==> src/rtl/noc_buffer_pkg.sv <==
// Shared flit type and error-flag bit positions for the router input buffers.
package noc_buffer_pkg;

    localparam int FLIT_WIDTH = 17;

    typedef logic [FLIT_WIDTH-1:0] flit_t;

    localparam int ERR_OVF = 1;
    localparam int ERR_UDF = 0;

endpackage

==> src/rtl/buffer_ptr.sv <==
// Wrapping index into a DEPTH-entry buffer; steps by one on inc_i, wraps DEPTH-1 -> 0.
module buffer_ptr
    import noc_buffer_pkg::*;
#(
    parameter int DEPTH = 5,
    localparam int PTR_W = (DEPTH > 1) ? $clog2(DEPTH) : 1
) (
    input  logic             clk,
    input  logic             rst,
    input  logic             inc_i,
    output logic [PTR_W-1:0] ptr_o
);

    logic [PTR_W-1:0] ptr_q;
    logic [PTR_W-1:0] ptr_d;

    // Next index: explicit compare keeps non-power-of-two depths in range.
    always_comb begin
        ptr_d = ptr_q;
        if (inc_i) begin
            if (ptr_q == PTR_W'(DEPTH - 1)) begin
                ptr_d = {PTR_W{1'b0}};
            end else begin
                ptr_d = ptr_q + PTR_W'(1);
            end
        end else begin
            ptr_d = ptr_q;
        end
    end

    // Index register.
    always_ff @(posedge clk or posedge rst) begin
        if (rst) begin
            ptr_q <= {PTR_W{1'b0}};
        end else begin
            ptr_q <= ptr_d;
        end
    end

    assign ptr_o = ptr_q;

endmodule

==> src/rtl/flit_fifo_buffer.sv <==
// Circular flit FIFO for one router input port with occupancy, credit return and sticky errors.
// Optional same-cycle empty bypass enabled by defining FLIT_FIFO_BYPASS_EN.
module flit_fifo_buffer
    import noc_buffer_pkg::*;
#(
    parameter int DATA_WIDTH = FLIT_WIDTH,
    parameter int DEPTH      = 5,
    parameter int CNT_W      = $clog2(DEPTH + 1)
) (
    input  logic                  clk,
    input  logic                  rst,
    input  logic                  receive_i,
    input  logic                  send_i,
    input  logic [DATA_WIDTH-1:0] data_i,
    output logic [DATA_WIDTH-1:0] data_o,
    output logic                  valid_o,
    output logic                  full_o,
    output logic                  empty_o,
    output logic [CNT_W-1:0]      count_o,
    output logic                  credit_o,
    output logic [1:0]            err_o
);

    localparam int PTR_W = (DEPTH > 1) ? $clog2(DEPTH) : 1;

    logic [DATA_WIDTH-1:0] mem_q [DEPTH];
    logic [PTR_W-1:0]      rd_ptr_s;
    logic [PTR_W-1:0]      wr_ptr_s;
    logic [CNT_W-1:0]      count_q;
    logic [CNT_W-1:0]      count_d;
    logic                  credit_q;
    logic                  credit_d;
    logic [1:0]            err_q;
    logic [1:0]            err_d;
    logic                  empty_s;
    logic                  full_s;
    logic                  bypass_s;
    logic                  push_s;
    logic                  pop_s;
    logic                  ovf_s;
    logic                  udf_s;

    // Accept/reject decisions for this cycle, derived from occupancy.
    always_comb begin
        empty_s  = (count_q == {CNT_W{1'b0}});
        full_s   = (count_q == CNT_W'(DEPTH));
`ifdef FLIT_FIFO_BYPASS_EN
        bypass_s = empty_s && receive_i && send_i;
`else
        bypass_s = 1'b0;
`endif
        push_s   = receive_i && (!full_s || send_i) && !bypass_s;
        pop_s    = send_i && !empty_s;
        ovf_s    = receive_i && full_s && !send_i;
        udf_s    = send_i && empty_s && !bypass_s;
    end

    // Occupancy, credit and sticky-error next state.
    always_comb begin
        count_d = count_q;
        case ({push_s, pop_s})
            2'b10:   count_d = count_q + CNT_W'(1);
            2'b01:   count_d = count_q - CNT_W'(1);
            default: count_d = count_q;
        endcase
        credit_d        = pop_s || bypass_s;
        err_d           = err_q;
        err_d[ERR_OVF]  = err_q[ERR_OVF] | ovf_s;
        err_d[ERR_UDF]  = err_q[ERR_UDF] | udf_s;
    end

    // Status registers.
    always_ff @(posedge clk or posedge rst) begin
        if (rst) begin
            count_q  <= {CNT_W{1'b0}};
            credit_q <= 1'b0;
            err_q    <= 2'b00;
        end else begin
            count_q  <= count_d;
            credit_q <= credit_d;
            err_q    <= err_d;
        end
    end

    // Flit storage; contents are intentionally left unreset.
    always_ff @(posedge clk) begin
        if (push_s) begin
            mem_q[wr_ptr_s] <= data_i;
        end
    end

    buffer_ptr #(.DEPTH(DEPTH)) u_wr_ptr (
        .clk   (clk),
        .rst   (rst),
        .inc_i (push_s),
        .ptr_o (wr_ptr_s)
    );

    buffer_ptr #(.DEPTH(DEPTH)) u_rd_ptr (
        .clk   (clk),
        .rst   (rst),
        .inc_i (pop_s),
        .ptr_o (rd_ptr_s)
    );

    // Head presentation; with bypass an empty FIFO forwards the incoming flit.
    always_comb begin
        data_o  = mem_q[rd_ptr_s];
        valid_o = !empty_s;
`ifdef FLIT_FIFO_BYPASS_EN
        if (empty_s && receive_i) begin
            data_o  = data_i;
            valid_o = 1'b1;
        end else begin
            data_o  = mem_q[rd_ptr_s];
            valid_o = !empty_s;
        end
`endif
    end

    assign full_o   = full_s;
    assign empty_o  = empty_s;
    assign count_o  = count_q;
    assign credit_o = credit_q;
    assign err_o    = err_q;

endmodule
==> config.mk <==
export PLATFORM = sky130hd
export DESIGN_NAME = flit_fifo_buffer
export DESIGN_NICKNAME = d
export VERILOG_FILES = /design/src/rtl/noc_buffer_pkg.sv /design/src/rtl/buffer_ptr.sv /design/src/rtl/flit_fifo_buffer.sv
export SDC_FILE = /design/constraint.sdc
export NUM_CORES = 1
export LEC_CHECK = 0
export BUFFER_PORTS_ARGS = -buffer_cell sky130_fd_sc_hd__clkbuf_2
export CAP_MARGIN = 20
export CORE_AREA = 3 3 105 107
export DETAILED_ROUTE_END_ITERATION = 16
export DIE_AREA = 0 0 108 110
export SYNTH_ARGS = -nofsm -noshare
export SYNTH_HDL_FRONTEND = slang
export SYNTH_HIERARCHICAL = 1
export SYNTH_SLANG_ARGS = --single-unit
==> constraint.sdc <==
create_clock -name clk -period 4.9 [get_ports clk]
set_clock_uncertainty 0.15 [all_clocks]
set_input_delay 0 -clock clk [delete_from_list [all_inputs] [get_ports clk]]
set_output_delay 0 -clock clk [all_outputs]
set_load 0.01 [all_outputs]
==> results of run 1 <==
==> sequential cells by signal (all words and copies together) (netlist names) <==
signal and cells:
err_o 2, count_o 3, credit_o 1, u_rd_ptr/ptr_o 3
mem_q 85, u_wr_ptr/ptr_o 3
==> worst max path at each step <==
stage                 startpoint           to  cells after the start
2_1_floorplan         count_o[0]  mem_q[1][0]                      3
3_3_place_gp   u_rd_ptr/ptr_o[2]    data_o[2]                      3
3_5_place_dp   u_rd_ptr/ptr_o[2]    data_o[0]                      3
4_1_cts        u_rd_ptr/ptr_o[2]    data_o[0]                      3
5_1_grt        u_rd_ptr/ptr_o[2]    data_o[2]                      4
6_report       u_rd_ptr/ptr_o[2]    data_o[0]                      4
==> through the flow <==
step	cells	total power, mW
after floorplan	250	1.86
after global placement	427	2.13
after detailed placement	427	2.16
after CTS	465	2.73
after global routing	466	2.88
final	466	2.71
==> final cells by class <==
cell class | instances | area, um2
repair buffers | 75 | 510
flip-flops and latches | 97 | 2850
fillers | 916 | 5340
clock inverters | 6 | 90.1
inverters | 30 | 113
clock buffers | 10 | 128
multi-input cells | 112 | 1030
well taps | 136 | 170
==> layer usage <==
metal	vias up	part of all wire, %
met5	-	0
met4	0	1.4
met3	10	3.8
met2	47	48
met1	1140	47
li1	1091	-
==> critical path, delay by kind of cell, from the launching register on <==
| family | cells | cell delay (ns) |
|---|---|---|
| AOI/OAI and AO/OA | 2 | 0.45 |
| buffers and inverters | 1 | 0.20 |
| DFF | 1 | 1.06 |
| and+or+nand+nor | 1 | 0.51 |
==> power by group through the flow <==
stage               sequential, mW  clock [mW]  combinational (mW)
floorplan                     1.17           0               0.692
global placement              1.24           0               0.887
detailed placement            1.25           0               0.904
CTS                           1.23       0.569               0.926
global route                  1.25       0.606                1.02
finish                        1.23       0.556               0.924
==> cells in the mapped netlist (2+ instances only) <==
master	number
a221oi_1	7
nor2b_1	18
ha_1	5
nor2_1	2
mux2i_1	18
a211oi_1	7
a21o_1	2
a21oi_1	2
nor3_1	2
xor2_1	2
dfrtp_1	12
o22ai_1	2
inv_1	30
nand2_1	3
or2_0	2
a221oi_2	10
nor4b_1	3
a211oi_2	10
o21ai_0	2
buf_2	4
a31oi_1	2
nand2b_1	4
buf_4	3
and2_1	2
buf_6	3
edfxtp_1	85
==> cells by family after synthesis <==
| logic type | after synthesis |
|---|---|
| DFF | 97 |
| AOI/OAI and AO/OA | 45 |
| buffers and inverters | 41 |
| and+or+nand+nor | 40 |
| muxes | 18 |
| adders and majority gates | 6 |
| xor gates and xnor gates | 3 |
==> what timing repair did <==
action | CTS | global route
hold buffers | 22 | 0
buffers inserted | 0 | 0
endpoints found under the hold margin | 100 | 0
==> impl_results.md, run 1 <==
- Unrepaired setup endpoints after global routing: no
- Hold Startpoint: data_i[4]
- Hold endpoint: mem_q[4][4]
- Run status: completed
- Final Core Density: 47.8%
- Pre-CTS WS: 2.41 ns
- CTS HTree Levels: 3
- Crit path arrival time: 2.57 ns
- Most common cell after layout, fill and taps aside: edfxtp_1
- Met3 GRT Util: 2.62%
- Synth Cell Area: 0.00406 mm2
- Worst r2r path cells: 8
- Post-Synth Adder-Cell Area: 2.04%
- Final hold vios: 0
- First-pass DRT Iterations: 4
- CTS buffer count: 9
- Sequential-to-total area share from yosys stat: 70.3%
- Slew @ Worst Pin: 1.08 ns
- Worst hold slack: 0.267 ns
- Final period utilization: 55.5%
- HPWL Detailed: 4590 um
- Reg2reg setup slack: 2.53 ns
- Pin count of the biggest net entering global routing: 31
- Sink Count: 97
- Met2 usage: 22.4%
- Worst VDD drop: 0.239 mV
- Final setup TNS: 0 ns
- Die H: 110 um
- Worst path slowest cell: dfrtp_1
- Antenna cell count: 0
- PostCTS Resize Cnt: 0
- DRC viols: 0
- Initial antenna violation count: 0
- Final Cell Area: 0.00489 mm2
- F_max: 367 MHz
- Clock transition at path regs: 0.09 ns
- Clock Power Share: 20.5%
- Cell Area, Placed: 0.00444 mm2
- First-pass GRT wire length: 12200 um
- Initial Util: 39.6%
- Distinct cells, synth: 34
- CTS tree: yes
- Commonest cells after routing, fill and taps aside: edfxtp_1, clkbuf_2, inv_1, dlygate4sd3_1
- Max Cap Viol: 0
- Critical-path maximum fanout: 22
- Row cnt: 37
- GR Overflow Total: 0
- P_sw: 0.952 mW
- WL/cell: 16.2 um
- Worst path max stage delay: 1.06 ns
- Synth top area cells: edfxtp_1, dfrtp_1, mux2i_1
- Width of the die: 108 um
- Post-DRT Antenna Nets: 0
- Yosys reg bits: 97
- Top-area cell type share of the netlist area: 62.9%
- Crit end category: output port
- WL final: 7560 um
- Register share of total power: 45.4%
- Setup CP Type: flip-flop to output port
- Slew Limit Fails: 0
- Worst path cell trace: nand2b_4 -> a211oi_1 -> a221oi_1 -> clkbuf_2
- CP required: 4.75 ns
- Min cycle time layout: 2.72 ns
- Syn_nets: 277
- Worst-Skew Late Latency: 0.35 ns
- CTS Root Cell: clkbuf_8
- Combinational family with the most area after synthesis: compound AO/OA/AOI/OAI gates
- Worst reg2reg startpoint: count_o[0]
- Sw frac: 35.1%
- Setup crit start kind: flip-flop
- Routability cong.: 0.728
- Internal: 1.76 mW
- Pwr dens: 554 mW/mm2
- Initial DRC Count: 101
- Full die area: 0.0119 mm2
- Multiplexer area fraction after synthesis: 4.44%
- Vias/cell: 4.91
- Relative slew slack: 28.2%
- Met1 Track Usage GR: 18.3%
- Area growth syn-to-layout: 20.7%
- Comb pwr share: 34.1%
- Final #Nets: 352
- Main flop type after synthesis: edfxtp_1
- Ys Warns: 6
- Post-Synth XOR/XNOR Area: 0.648%
- Compound-cell area share of the yosys netlist: 11.3%
- Post-Synth Simple-Gate Area: 6.20%
- GRT Max-Usage Layer: met2
- Min-Delay Path Depth: 2
- Clock Path Buffers: 2
- Port Buffers: 46
- Number of cells produced by synthesis: 250
- Total GRT Usage: 13.7%
- Leakage power: 1.82 nW
- Avg Inst Size Synth: 16.2 um2
- Worst Hold Class: input port to flip-flop
- Vias post-DR: 2288
- Reg2Reg Capture Point: count_o[2]
- Number of global-route vias before repair: 2316
- Core box area: 0.0102 mm2
- Asr flop ratio synth: 12.4%
- IO Pins: 47
- Final worst setup slack: 2.18 ns
- Share of layout cells above drive strength 1: 29.4%
- Final setup vio count: 0
- Cell taking the most area after synthesis: edfxtp_1
- EDFF count, synth: 85
No activity file was read; power rests on OpenSTA's default activity.
==> run 2: changes to the inputs <==
ABC_AREA = 1   (was not set)
CORE_AREA = 3 3 108 110   (was 3 3 105 107)
DIE_AREA = 0 0 111 113   (was 0 0 108 110)
clock period = 2.3 ns   (was 4.9 ns; I/O delays follow)
==> run 2 against run 1 <==
Effect of this change: combinational power up 140%; core utilization down 0.96 points; clock power up 67%; critical endpoint is now count_o[2].
==> impl_results.md, run 2 <==
- Run status: completed
- Min cycle time layout: 2.13 ns
- Final #Nets: 532
- DRC viols: 0
- Worst r2r path cells: 9
- Relative slew slack: 63.5%
- HPWL Detailed: 5120 um
- Distinct cells, synth: 20
- First-pass DRT Iterations: 5
- Routability cong.: 0.754
- Worst path slowest cell: dfrtp_1
- Number of global-route vias before repair: 2755
- Sink Count: 97
- Full die area: 0.0125 mm2
- CP Buf/Inv Count: 2
- Worst-Skew Late Latency: 0.36 ns
- WL final: 8190 um
- Width of the die: 111 um
- Final setup vio count: 0
- Post-CTS Setup Bufs: 0
- Vias/cell: 4.40
- Final period utilization: 92.8%
- CP required: 2.40 ns
- Clock transition at path regs: 0.09 ns
- Final setup TNS: 0 ns
- Avg Inst Size Synth: 10.0 um2
- Most common cell after layout, fill and taps aside: nand2_1
- Max reg flops: 85
- Final Core Density: 46.9%
- Slew @ Worst Pin: 0.548 ns
- Reg2reg setup slack: 0.17 ns
- Worst path cell trace: inv_1 -> nand4_1 -> nand2_1 -> ha_1 -> inv_1 -> fa_1 -> nand2_1 -> nand3_1 -> xor2_1
- Pin count of the biggest net entering global routing: 35
- Main flop type after synthesis: edfxtp_1
- Worst VDD drop: 0.682 mV
- Vias post-DR: 2857
- Reg2Reg Capture Point: count_o[2]
- Internal: 3.45 mW
- Worst Hold Class: input port to flip-flop
- IO Pins: 47
- P_sw: 2.20 mW
- Share of layout cells above drive strength 1: 14.5%
- Asr flop ratio synth: 12.4%
- Synth top area cells: edfxtp_1, nand2_1, inv_1
- Crit end category: flip-flop
- Core box area: 0.0108 mm2
- CTS buffer count: 9
- Row cnt: 38
- Initial antenna violation count: 0
- CTS Root Cell: clkbuf_8
- Pwr dens: 1120 mW/mm2
- Clock Power Share: 16.4%
- Unrepaired setup endpoints after global routing: no
- CTS HTree Levels: 3
- Worst reg2reg startpoint: count_o[1]
- Antenna cell count: 0
- Hold endpoint: mem_q[2][5]
- F_max: 468 MHz
- Crit path arrival time: 2.24 ns
- Max Cap Viol: 0
- Yosys reg bits: 97
- Comb pwr share: 40.0%
- WL/cell: 12.6 um
- Critical-path maximum fanout: 7
- PostCTS Resize Cnt: 0
- Final Cell Area: 0.00506 mm2
- Syn_nets: 455
- Final hold vios: 0
- Largest Register: mem_q
- Ys Warns: 6
- EDFF count, synth: 85
- Initial Util: 39.8%
- Cell taking the most area after synthesis: edfxtp_1
- Synth Cell Area: 0.00430 mm2
- Total power: 5.65 mW
- Top-area cell type share of the netlist area: 59.4%
- Area growth syn-to-layout: 17.8%
- Clock Path Buffers: 2
- Min-Delay Path Depth: 2
- Register share of total power: 43.6%
- Number of cells produced by synthesis: 428
- Slew Limit Fails: 0
- Total GRT Usage: 13.9%
- First-pass GRT wire length: 13400 um
- Sw frac: 39.0%
- Largest delay share family, worst path: adder cells
- Worst path max stage delay: 0.41 ns
- Post-DRT Antenna Nets: 0
- Most numerous cell in the Yosys netlist: nand2_1
- Sequential-to-total area share from yosys stat: 66.4%
- Setup CP Type: flip-flop to flip-flop
- Die H: 113 um
- Setup crit start kind: flip-flop
- List of most frequent post-synthesis cells: nand2_1, inv_1, edfxtp_1
- GR Overflow Total: 0
- CTS tree: yes
- Initial DRC Count: 123
- Hold Startpoint: data_i[5]
- Cell Area, Placed: 0.00468 mm2
- Commonest cells after routing, fill and taps aside: nand2_1, inv_1, edfxtp_1, clkbuf_2, nand3_1
- Port Buffers: 46
- Leakage power: 2.39 nW
run 2: cell count changes after synthesis, moves of 3 or more:
| cell | before | now |
|---|---|---|
| nor2_1 | 2 | 14 |
| a211oi_2 | 10 | 0 |
| nand2_1 | 3 | 155 |
| nor2b_1 | 18 | 0 |
| inv_1 | 30 | 89 |
| mux2i_1 | 18 | 0 |
| a221oi_2 | 10 | 0 |
| nand3_1 | 0 | 42 |
| nor4b_1 | 3 | 0 |
| a221oi_1 | 7 | 0 |
| a211oi_1 | 7 | 0 |
| nand2b_1 | 4 | 0 |
run 2: final cells by class:
type | count | area (um2)
clock buffer | 9 | 124
clock inverter | 7 | 37.5
fill | 1006 | 5730
inverter | 92 | 350
multi-input combinational | 226 | 986
sequential | 97 | 2850
tap | 140 | 175
timing repair buffer | 79 | 533
run 2: logic make-up after synthesis:
family,share of synthesized area [%]
AND/OR/NAND/NOR,19.9
adder cells (fa/ha/maj),1.92
flip-flops,66.4
buffers and inverters,10.6
XOR/XNOR,0.408
AO/OA/AOI/OAI,0.699
run 2: stage by stage:
stage	setup slack, ns	std cells	hold WS (ns)
final	0.165	650	0.259
after global routing	0.0177	650	0.257
after CTS	0.158	650	0.243
after detailed placement	0.171	612	-0.254
after global placement	0.294	612	-0.254
after floorplan	0.0423	428	-0.396
run 2: how the worst max path moves through the flow:
stage / cells past startpoint / endpoint / slack (ns) / start
after detailed placement: 9 / count_o[2] / 0.17 / count_o[1]
after global placement: 9 / count_o[2] / 0.29 / count_o[1]
final: 9 / count_o[2] / 0.17 / count_o[1]
after global routing: 10 / count_o[2] / 0.02 / count_o[0]
after CTS: 9 / count_o[2] / 0.16 / count_o[1]
after floorplan: 10 / count_o[2] / 0.04 / count_o[0]
run 2: power groups by stage:
stage	Sequential [mW]	Combinational, mW	Clock, mW
3_3_place_gp	2.50	2.22	0
3_5_place_dp	2.51	2.27	0
2_1_floorplan	2.45	1.60	0
5_1_grt	2.50	2.59	1.04
4_1_cts	2.47	2.32	0.972
6_report	2.46	2.26	0.928
run 2: repair_timing:
action,4_1_cts,5_1_grt
hold buffers,22,0
hold endpoints to repair,102,0
endpoints found under the setup margin,0,0
run 2: worst reg2reg max path, delay by kind of cell (launching register included):
kind	cells	cell delay, ns
XOR/XNOR	1	0.14
AND/OR/NAND/NOR	4	0.51
adder cells (fa/ha/maj)	2	0.60
flip-flops	1	0.41
buffers and inverters	2	0.20
run 2: routing by layer:
layer / share of wire, % / wire, um / global-route usage (%)
met3: 3.9 / 316 / 3.42
met1: 43 / 3510 / 16.1
met2: 50 / 4100 / 23.8
met4: 3.2 / 263 / 7.22
met5: 0 / 0 / 0
==> run 3: changes to the inputs <==
BUFFER_PORTS_ARGS = -buffer_cell sky130_fd_sc_hd__buf_2   (was -buffer_cell sky130_fd_sc_hd__clkbuf_2)
==> run 3 against run 2 <==
Effect of this change: first-iteration DRC count is 1.6% lower; clock power up 24%; cell area up 1.1%; largest power group unchanged; combinational power rose by 3%; sequential power down 2%; count of clock-buffer cells in the layout unchanged; non-clock buffer count grew 1; cell count unchanged; via count up 2.1%.
==> impl_results.md, run 3 (synthesized netlist as in run 2, its figures left out) <==
- GR Overflow Total: 0
- Min cycle time layout: 2.14 ns
- Worst-Skew Late Latency: 0.36 ns
- Crit path arrival time: 2.28 ns
- First-pass DRT Iterations: 4
- Most common cell after layout, fill and taps aside: nand2_1
- Worst VDD drop: 0.625 mV
- Post-Place Cells: 613
- Reg2reg setup slack: 0.16 ns
- Die H: 113 um
- Reg2Reg Capture Point: count_o[2]
- Slew @ Worst Pin: 0.405 ns
- Setup CP Type: flip-flop to flip-flop
- Width of the die: 111 um
- Clock Path Buffers: 2
- Worst r2r path cells: 11
- Min-Delay Path Depth: 2
- Number of global-route vias before repair: 2878
- Critical-path maximum fanout: 4
- IO Pins: 47
- Final Cell Area: 0.00511 mm2
- Worst Hold Class: input port to flip-flop
- Post-DRT Antenna Nets: 0
- Vias post-DR: 2918
- Pin count of the biggest net entering global routing: 35
- Antenna cell count: 0
- Final hold vios: 0
- Largest delay share family, worst path: adder cells
- Final setup vio count: 0
- Final period utilization: 93.1%
- CP Buf/Inv Count: 4
- Most common cell on crit path: inv_1
- Commonest cells after routing, fill and taps aside: nand2_1, inv_1, edfxtp_1, buf_2, nand3_1
- Hold endpoint: mem_q[2][2]
- Initial antenna violation count: 0
- Initial Util: 39.8%
- Worst path cell trace: inv_1 -> nand3_1 -> inv_1 -> nor2_1 -> ha_1 -> inv_1 -> fa_1 -> inv_1 -> nand2_1 -> nand3_1 -> xor2_1
- Row cnt: 38
- WL final: 8450 um
- Worst path max stage delay: 0.41 ns
- Port Buffers: 46
- CTS Root Cell: clkbuf_8
- Routability cong.: 0.750
- Hold Startpoint: data_i[2]
- Total power: 5.89 mW
- CTS HTree Levels: 3
- Largest Register: mem_q
- Max reg flops: 85
- Cell Area, Placed: 0.00468 mm2
- Core box area: 0.0108 mm2
- Final setup TNS: 0 ns
- Max Cap Viol: 0
- Layout Cells excl Fill: 650
- Crit end category: flip-flop
- Setup crit start kind: flip-flop
- Sink Count: 97
- CP required: 2.44 ns
- Leakage power: 2.41 nW
- First-pass GRT wire length: 13800 um
- Final #Nets: 533
- DRC viols: 0
- Slew Limit Fails: 0
- Unrepaired setup endpoints after global routing: no
- WL/cell: 13.0 um
- F_max: 467 MHz
- CTS tree: yes
- Worst reg2reg startpoint: count_o[0]
- Clock transition at path regs: 0.09 ns
- Run status: completed
- Initial DRC Count: 121
- Vias/cell: 4.49
- Pwr dens: 1150 mW/mm2
- Relative slew slack: 73.0%
- HPWL Detailed: 5290 um
- Total GRT Usage: 14.2%
- Final Core Density: 47.4%
- CTS buffer count: 9
- Post-CTS Setup Bufs: 0
- Share of layout cells above drive strength 1: 14.9%
- Worst path slowest cell: dfrtp_1
- Full die area: 0.0125 mm2
- Area growth syn-to-layout: 19.1%
==> run 3: worst max path at each step <==
stage                           from          to  slack, ns  cells past startpoint
final                     count_o[0]  count_o[2]       0.16                     11
after global routing      count_o[1]  count_o[2]       0.02                     11
after CTS                 count_o[1]  count_o[2]       0.13                     10
after detailed placement  count_o[1]  count_o[2]       0.15                      9
after global placement    count_o[1]  count_o[2]       0.30                      9
after floorplan           count_o[0]  count_o[2]       0.04                     10
==> run 3: worst reg2reg max path, cell delays in order, from the launching register on <==
cell     delay (ns)
dfrtp_1        0.41
inv_1          0.11
nand3_1        0.12
inv_1          0.06
nor2_1         0.13
ha_1           0.21
inv_1          0.09
fa_1           0.40
inv_1          0.09
nand2_1        0.06
nand3_1        0.08
xor2_1         0.14
==> run 3: final cells by class <==
type | count | area [um2]
Multi-Input combinational cell | 226 | 988
Inverter | 92 | 350
Tap cell | 140 | 175
Clock buffer | 9 | 124
Sequential cell | 97 | 2850
Fill cell | 970 | 5680
Timing Repair Buffer | 80 | 541
Clock inverter | 6 | 83.8
==> run 3: metal layers <==
layer | track usage [%] | vias to the layer above | part of all wire, %
li1 | - | 1485 | -
met1 | 16.7 | 1355 | 44
met2 | 25.2 | 65 | 51
met3 | 3.42 | 13 | 4.0
met4 | 5.91 | 0 | 1.9
met5 | 0 | - | 0
==> run 3: per-stage QoR <==
step / hold WS, ns / worst slack, ns
5_1_grt: 0.248 / 0.0227
3_3_place_gp: -0.248 / 0.299
3_5_place_dp: -0.241 / 0.148
4_1_cts: 0.239 / 0.128
2_1_floorplan: -0.396 / 0.0423
6_report: 0.251 / 0.159
==> run 3: repair_timing <==
action / 4_1_cts / 5_1_grt
hold buffers: 22 / 0
endpoints found under the setup margin: 0 / 1
endpoints found under the hold margin: 100 / 0
resized for setup: 0 / 1
==> run 3: power breakdown <==
group / switching [mW] / internal [mW] / total, mW / leakage (nW)
clock network: 0.547 / 0.600 / 1.15 / 0.0987
registers: 0.152 / 2.27 / 2.42 / 0.913
logic: 1.51 / 0.816 / 2.32 / 1.40
total: 2.20 / 3.68 / 5.89 / 2.41
